===== config.mk =====
export PLATFORM = sky130hd
export DESIGN_NAME = uart_prog_loader
export DESIGN_NICKNAME = d
export VERILOG_FILES = /design/src/rtl/uart_prog_loader.sv
export SDC_FILE = /design/constraint.sdc
export NUM_CORES = 1
export LEC_CHECK = 0
export ABC_CLOCK_PERIOD_IN_PS = 2400
export CAP_MARGIN = 20
export CORE_MARGIN = 5
export CORE_UTILIZATION = 50
export CTS_CLUSTER_DIAMETER = 150
export CTS_CLUSTER_SIZE = 30
export DETAILED_ROUTE_END_ITERATION = 10
export PLACE_DENSITY_LB_ADDON = 0.25
export SYNTH_ARGS = -nofsm -noshare
export SYNTH_HDL_FRONTEND = slang
export SYNTH_SLANG_ARGS = --single-unit

===== constraint.sdc =====
create_clock -name wb_clk_i -period 2.4 [get_ports wb_clk_i]
set_input_delay 0.48 -clock wb_clk_i [delete_from_list [all_inputs] [get_ports wb_clk_i]]
set_output_delay 0.48 -clock wb_clk_i [all_outputs]
set_load 0.02 [all_outputs]

===== src/rtl/uart_prog_loader.sv =====
// uart_prog_loader
//   Boot sequencer that owns the instruction-memory write port while a program
//   is streamed in over the UART. Bytes are packed little-endian into 32-bit
//   words and written to consecutive imem word addresses. The core is held in
//   reset until the end-marker word arrives.
//
// Ports
//   wb_clk_i, wb_rst_i   clock, synchronous active-high reset
//   loader_en            start loading (sampled only in IDLE)
//   rx_valid, rx_byte    one-cycle byte strobe from the UART receiver
//   loader_ready         high while the programmer may send (RECV)
//   imem_we/addr/wdata   imem write request, held until imem_ack
//   imem_ack             imem accepted the write this cycle
//   core_rst_n           core reset, released once loading is done
//   prog_done            load finished (sticky)
//   prog_err             sticky error: timeout, overrun or overflow
//   word_count           number of words written so far
module uart_prog_loader #(
    parameter int          ADDR_W   = 12,
    parameter int          DEPTH    = 4096,
    parameter logic [31:0] END_WORD = 32'h0000_0FFF,
    parameter int          TIMEOUT  = 50000
) (
    input  logic              wb_clk_i,
    input  logic              wb_rst_i,
    input  logic              loader_en,
    input  logic              rx_valid,
    input  logic [7:0]        rx_byte,
    output logic              loader_ready,
    output logic              imem_we,
    output logic [ADDR_W-1:0] imem_addr,
    output logic [31:0]       imem_wdata,
    input  logic              imem_ack,
    output logic              core_rst_n,
    output logic              prog_done,
    output logic              prog_err,
    output logic [ADDR_W:0]   word_count
);

    localparam int                TO_W    = $clog2(TIMEOUT);
    localparam logic [TO_W-1:0]   TO_LAST = TO_W'(TIMEOUT - 1);
    localparam logic [ADDR_W:0]   DEPTH_C = (ADDR_W + 1)'(DEPTH);

    typedef enum logic [2:0] {
        IDLE,
        RECV,
        CHECK,
        WRITE,
        DONE
    } state_t;

    state_t            state;
    state_t            state_nxt;
    logic [31:0]       word;
    logic [1:0]        byte_cnt;
    logic [TO_W-1:0]   idle_cnt;
    logic              skid_vld;
    logic [7:0]        skid_byte;
    logic [ADDR_W:0]   wcnt;
    logic              err;
    logic [2:0]        byte_sum;
    logic              word_full;
    logic              skid_window;

    // In RECV up to two bytes can land in one cycle: the drained skid byte
    // followed by a fresh rx byte. byte_sum reaching 4 completes the word.
    assign byte_sum    = {1'b0, byte_cnt} + {2'b00, skid_vld} + {2'b00, rx_valid};
    assign word_full   = byte_sum[2];
    assign skid_window = (state == CHECK) || (state == WRITE);

    assign imem_addr  = wcnt[ADDR_W-1:0];
    assign imem_wdata = word;
    assign word_count = wcnt;
    assign prog_err   = err;

    // State register
    always_ff @(posedge wb_clk_i) begin
        if (wb_rst_i) begin
            state <= IDLE;
        end else begin
            state <= state_nxt;
        end
    end

    // Next-state and Moore outputs
    always_comb begin
        state_nxt    = state;
        loader_ready = 1'b0;
        imem_we      = 1'b0;
        core_rst_n   = 1'b0;
        prog_done    = 1'b0;
        case (state)
            IDLE: begin
                if (loader_en) state_nxt = RECV;
            end
            RECV: begin
                loader_ready = 1'b1;
                if (word_full) state_nxt = CHECK;
            end
            CHECK: begin
                // The end marker takes priority over the overflow check so a
                // full memory followed by the marker finishes cleanly.
                if (word == END_WORD || wcnt == DEPTH_C) begin
                    state_nxt = DONE;
                end else begin
                    state_nxt = WRITE;
                end
            end
            WRITE: begin
                imem_we = 1'b1;
                if (imem_ack) state_nxt = RECV;
            end
            DONE: begin
                core_rst_n = 1'b1;
                prog_done  = 1'b1;
            end
            default: state_nxt = IDLE;
        endcase
    end

    // Byte assembly, skid buffer, timeout and counters
    always_ff @(posedge wb_clk_i) begin
        if (wb_rst_i) begin
            word      <= '0;
            byte_cnt  <= '0;
            idle_cnt  <= '0;
            skid_vld  <= 1'b0;
            skid_byte <= '0;
            wcnt      <= '0;
            err       <= 1'b0;
        end else begin
            if (state == RECV) begin
                skid_vld <= 1'b0;
                if (skid_vld && rx_valid) begin
                    word <= {rx_byte, skid_byte, word[31:16]};
                end else if (skid_vld) begin
                    word <= {skid_byte, word[31:8]};
                end else if (rx_valid) begin
                    word <= {rx_byte, word[31:8]};
                end

                if (skid_vld || rx_valid) begin
                    byte_cnt <= byte_sum[1:0];
                    idle_cnt <= '0;
                end else if (byte_cnt != 2'd0) begin
                    // Stalled partial word: drop it after TIMEOUT idle cycles.
                    // The stale bytes in word are overwritten by the next four.
                    if (idle_cnt == TO_LAST) begin
                        byte_cnt <= '0;
                        idle_cnt <= '0;
                        err      <= 1'b1;
                    end else begin
                        idle_cnt <= idle_cnt + 1'b1;
                    end
                end else begin
                    idle_cnt <= '0;
                end
            end

            // Bytes that arrive while a word is being checked or written.
            if (skid_window && rx_valid) begin
                if (!skid_vld) begin
                    skid_vld  <= 1'b1;
                    skid_byte <= rx_byte;
                end else begin
                    err <= 1'b1;
                end
            end

            if (state == CHECK && word != END_WORD && wcnt == DEPTH_C) begin
                err <= 1'b1;
            end

            if (state == WRITE && imem_ack) begin
                wcnt <= wcnt + 1'b1;
            end
        end
    end

endmodule

### After elaboration in Yosys (flattened, before gate mapping)

Index checks and enable logic that the tools add are counted.

| storage, ports and cells | value |
|---|---|
| bits of input ports | 13 |
| output and inout port bits | 62 |
| register bits after elaboration | 76 |

| operators by class | value |
|---|---|
| add/subtract/negate cells | 4 |
| reductions and logical operators | 17 |
| bitwise logic cells | 2 |
| muxes and demuxes | 27 |
| equality and inequality tests | 11 |

Operators with widths:

| cell | count |
|---|---|
| $mux W32 | 3 |
| $mux W16 | 3 |
| $eq A32 B12 Y1 const B | 1 |
| $ne A32 B12 Y1 const B | 1 |
| $add A16 B1 Y16 const B | 1 |
| $eq A16 B16 Y1 const B | 1 |
| $pmux W3 S5 | 1 |
| $add A13 B1 Y13 const B | 1 |
| $eq A13 B13 Y1 const B | 1 |
| $mux W1 | 13 |
| $mux W3 | 4 |
| $eq A3 B2 Y1 const B | 2 |
| $mux W2 | 3 |
| $ne A2 B2 Y1 const B | 3 |
| $reduce_bool A2 Y1 | 3 |
| $logic_and A1 B1 Y1 | 5 |
| $reduce_and A2 Y1 | 2 |
| $reduce_and A4 Y1 | 1 |
| $add A2 B1 Y3 | 1 |
| $add A3 B1 Y3 | 1 |
| $eq A3 B1 Y1 const B | 1 |
| $eq A3 B3 Y1 const B | 1 |
| $logic_not A3 Y1 | 1 |
| $logic_or A1 B1 Y1 | 3 |
| 3 further kinds | 4 |

### Longest topological paths before layout

Gate-level depths: netlist of run 1.

| depth | value |
|---|---|
| word-level depth | 8 |
| gate-level depth with buffers | 9 |
| depth with buffers taken out | 7 |

### Worst setup path after synthesis of run 1

No wires, ideal clock.

| path | value |
|---|---|
| kind | reg2reg |
| start | register skid_vld |
| end | register state[1] |
| stages on the path, launching flop included | 10 |
| library setup time | 0.070 ns |
| arrival time | 1.847 ns |
| setup slack | 0.482 ns |
| required time | 2.330 ns |
| buffers on the path | 2 |
| cell sequence | dfxtp_1 > clkbuf_1 > clkbuf_1 > inv_1 > fa_1 > inv_1 > ha_1 > nor2b_1 > o21ai_0 > a21oi_1 |

| between the ends | value |
|---|---|
| longest elaborated chain between the ends | 4 |

Ends and longest elaborated chain:

| item | RTL line | RTL |
|---|---|---|
| start: declaration | 57 | `logic skid_vld;` |
| start signal: assignment | 127 | `skid_vld <= 1'b0;` |
| start signal: assignment | 133 | `skid_vld <= 1'b0;` |
| start signal: assignment | 163 | `skid_vld <= 1'b1;` |
| $add A2 B1 Y3 | 67 | `assign byte_sum = {1'b0, byte_cnt} + {2'b00, skid_vld} + {2'b00, rx_valid};` |
| $add A3 B1 Y3 | 67 |  |
| $ne A2 B2 Y1 (no line) | -- |  |
| $reduce_and A4 Y1 (no line) | -- |  |
| end signal: assignment | 81 | `state <= state_nxt;` |
| end: declaration | 52 | `state_t state;` |

No other way between the ends.
A chain may end at the register's enable or synchronous reset.

### Worst setup path in the final report of run 1

| path | value |
|---|---|
| start | register state[0] |
| end | output port loader_ready |

| between the ends | value |
|---|---|
| longest elaborated chain between the ends | 2 |

Ends and longest elaborated chain:

| item | RTL line | RTL |
|---|---|---|
| $eq A3 B1 Y1 | 92 | `case (state)` |
| $mux W1 | 92 |  |
| end: declaration | 29 | `output logic loader_ready,` |

No other way between the ends.

==> flow_metrics.py, run 1 <==
metrics = {
    "setup_path": {
        "crit_arrival_ns": 1.80,
        "worst_setup_path_start_kind": "flip-flop",
        "cp_top_family": "buffers and inverters",
        "critical-path-max-stage-delay_ns": 0.60,
        "worstPathCellList": "and2b_1, nand2_2, clkinv_4, clkdlybuf4s50_1",
        "path_buf_inv": 2,
        "path_max_fanout": 9,
        "critPathRequiredTime_ns": 1.92,
        "end_kind": "output pin",
        "critical_path_class": "reg -> out",
        "crit_slowest_cell": "clkdlybuf4s50_1",
    },
    "layout": {
        "nNetsFinal": 553,
        "insertedDiodeCount": 0,
        "ff_latch_area_um2": 1520,
        "multiInputGateArea_um2": 1950,
        "area_delta_synth_final_pct": 24.5,
        "drive_gt1_frac": 0.0630,
        "final_cell_mix": "dfxtp_1 (76), clkdlybuf4s50_1 (73), nand2_1 (70), nor2_1 (70), nand3_1 (40)",
        "fill_cells": 672,
        "final_common_cell": "dfxtp_1",
    },
    "run_status": {
        "status": "finished clean",
    },
    "synthesis": {
        "syn_nets": 500,
        "seq_area_frac_synth": 0.404,
        "async_reset_ff_frac": 0,
        "synthDistinctLibCells": 51,
        "synth_edf_count": 0,
        "ys_warn_count": 0,
        "ys_ff_latch": 76,
        "synth_flop_cell": "dfxtp_1",
        "synth_area_um2": 3760,
        "synth_area_per_cell_um2": 7.81,
        "synthCells": 482,
    },
    "sta": {
        "hold_violations": 0,
        "max-slew-margin-rel": 0.509,
        "clock.fmax_ghz": 0.438,
        "fin_crit_sh": 0.951,
        "fin_crit_ns": 2.28,
        "skew_ns": 0.00980,
        "setup_viol": 0,
        "rsz0062_at_grt": "false",
        "setup_ws_ns": 0.117,
        "tightest_slew_ns": 0.736,
        "slew_viol_final": 0,
        "fin_tns_setup_ns": 0,
    },
    "clock_network": {
        "clk-insertion-delay-late_ns": 0.35,
        "ctsHoldBuffers": 0,
        "numCtsBuffers": 9,
        "clock_path_buffers": 2,
        "cts_resized": 0,
        "root_buffer": "clkbuf_8",
        "cts_tree": "done",
        "cts_sinks": 76,
        "cts_setup_buffers": 0,
        "htreeDepth": 3,
        "path_clk_slew_ns": 0.08,
    },
    "power_and_ir_drop": {
        "p_leak_uw": 0.00159,
        "power.density_nw_per_um2": 555,
        "peakVddDrop_v": 0.000312,
    },
    "detailed_routing": {
        "drt-initial-drc-count": 279,
        "drt-wirelength-per-cell_um": 14.9,
        "routed-via-count": 3633,
        "wirelength_um": 9550,
        "antenna_left": 0,
        "dr.pass1.iters": 6,
        "drt-vias-per-instance": 5.69,
        "route.detailed.drc": 0,
    },
    "floorplan": {
        "design.die.area_um2": 9360,
        "initial_core_util": 0.516,
        "dieWidth_um": 96.7,
        "boundaryPins": 75,
        "fp-row-count": 31,
        "die_height_um": 96.7,
        "coreArea_um2": 7290,
    },
    "global_routing": {
        "grt_max_degree": 49,
        "grt_pass1_wl_um": 16000,
        "first_global_vias": 3200,
        "antenna_found_initial": 0,
        "grt_overflow_total": 0,
        "grt_usage": 0.200,
    },
    "placed_design": {
        "place.gp.congestion": 0.830,
        "dpl.hpwl_um": 6780,
        "port_buffers": 74,
        "dp_slack_ns": 0.191,
    },
    "min_path": {
        "hold_path.class": "reg -> reg",
    },
    "run": {
        "cap_viol_max_count": 0,
    },
}
==> metrics by stage <==
step | instance area, µm² | utilization | instances | total power, µW | hold WS, ns
6_report | 4680 | 0.642 | 639 | 2600 | 0.477
5_1_grt | 4680 | 0.642 | 639 | 2720 | 0.500
4_1_cts | 4680 | 0.642 | 639 | 2620 | 0.474
3_5_place_dp | 4490 | 0.616 | 623 | 1670 | 0.460
3_3_place_gp | 4490 | 0.616 | 623 | 1660 | 0.459
2_1_floorplan | 3760 | - | 482 | 1530 | 0.436
==> worst paths after layout <==
path | from | to | slack, ns | depth (start not counted)
max | state[0]$_SDFFE_PP0P_ | loader_ready | 0.12 | 4
min | idle_cnt[15]$_SDFFE_PP0P_ | idle_cnt[15]$_SDFFE_PP0P_ | 0.48 | 2
max reg2reg | idle_cnt[0]$_SDFFE_PP0P_ | idle_cnt[13]$_SDFFE_PP0P_ | 0.34 | 6
min reg2reg | idle_cnt[15]$_SDFFE_PP0P_ | idle_cnt[15]$_SDFFE_PP0P_ | 0.48 | 2
==> per-layer routing <==
metal,track usage,routed length (µm),part of all wire
met5,0,0,0
met4,0.0713,137,0.014
met3,0.0410,598,0.063
met2,0.290,4360,0.46
met1,0.292,4450,0.47
==> cell type report <==
class                      instances  share of cell area
sequential                        76               0.325
inverter                          18              0.0155
multi-input combinational        346               0.416
tap                               99              0.0264
clock buffer                      10              0.0272
clock inverter                     6              0.0139
timing repair buffer              84               0.176
==> power breakdown <==
group / internal [µW] / switching, µW
clock: 481 / 480
combinational: 132 / 167
sequential: 1300 / 46.4
==> synthesized netlist by cell type (2+ instances only) <==
master,n,area (µm²)
nand4_1,9,56.3
clkbuf_1,22,82.6
a31oi_1,7,43.8
buf_4,14,105
or3_1,6,37.5
o21ai_0,6,30.0
nor4_1,6,37.5
xor2_1,9,78.8
and3_1,6,37.5
inv_1,17,63.8
a211o_1,2,17.5
or4_1,2,15.0
a221oi_1,8,70.1
ha_1,4,50.1
dfxtp_1,76,1520
o21ai_1,2,10.0
nor4bb_1,2,20.0
nor3_1,6,30.0
nand3_1,40,200
buf_2,2,10.0
a21oi_1,31,155
nor2_1,71,267
a311oi_1,24,210
mux2i_1,2,20.0
xnor2_1,4,35.0
nand2_1,70,263
and4_1,4,35.0
nor4b_1,3,26.3
buf_1,3,11.3
nand4b_1,3,26.3
==> state kept, by name, summed over array words and instances (netlist names) <==
name / cells
prog_err: 1
skid_byte: 8
byte_cnt: 2
skid_vld: 1
state: 3
imem_wdata: 32
word_count: 13
idle_cnt: 16
==> worst reg2reg max path: stages, from the launching register on <==
cell     delay [ns]
dfxtp_1        0.35
ha_1           0.24
and3_1         0.25
and4_1         0.30
or3_4          0.43
or3_1          0.35
o21ai_1        0.07
==> cell families (layout without fill, tap and decap cells) <==
kind of cell,Yosys count,after routing,synth area share
and+or+nand+nor,238,238,0.300
AOI/OAI and AO/OA,88,88,0.164
DFF,76,76,0.404
buffers and inverters,60,118,0.0778
xor gates and xnor gates,13,13,0.0303
adders and majority gates,5,5,0.0186
muxes,2,2,0.00532
Note: power is estimated with default switching activity, not from simulation.
==> inputs of run 2 (changes only) <==
--- a/config.mk
+++ b/config.mk
@@ -6,7 +6,6 @@
 export NUM_CORES = 1
 export LEC_CHECK = 0
 export ABC_CLOCK_PERIOD_IN_PS = 2400
-export CAP_MARGIN = 20
 export CORE_MARGIN = 5
 export CORE_UTILIZATION = 50
 export CTS_CLUSTER_DIAMETER = 150
==> results of run 2 <==
Same layout as run 1: the final DEF is identical, and so are final timing and power.
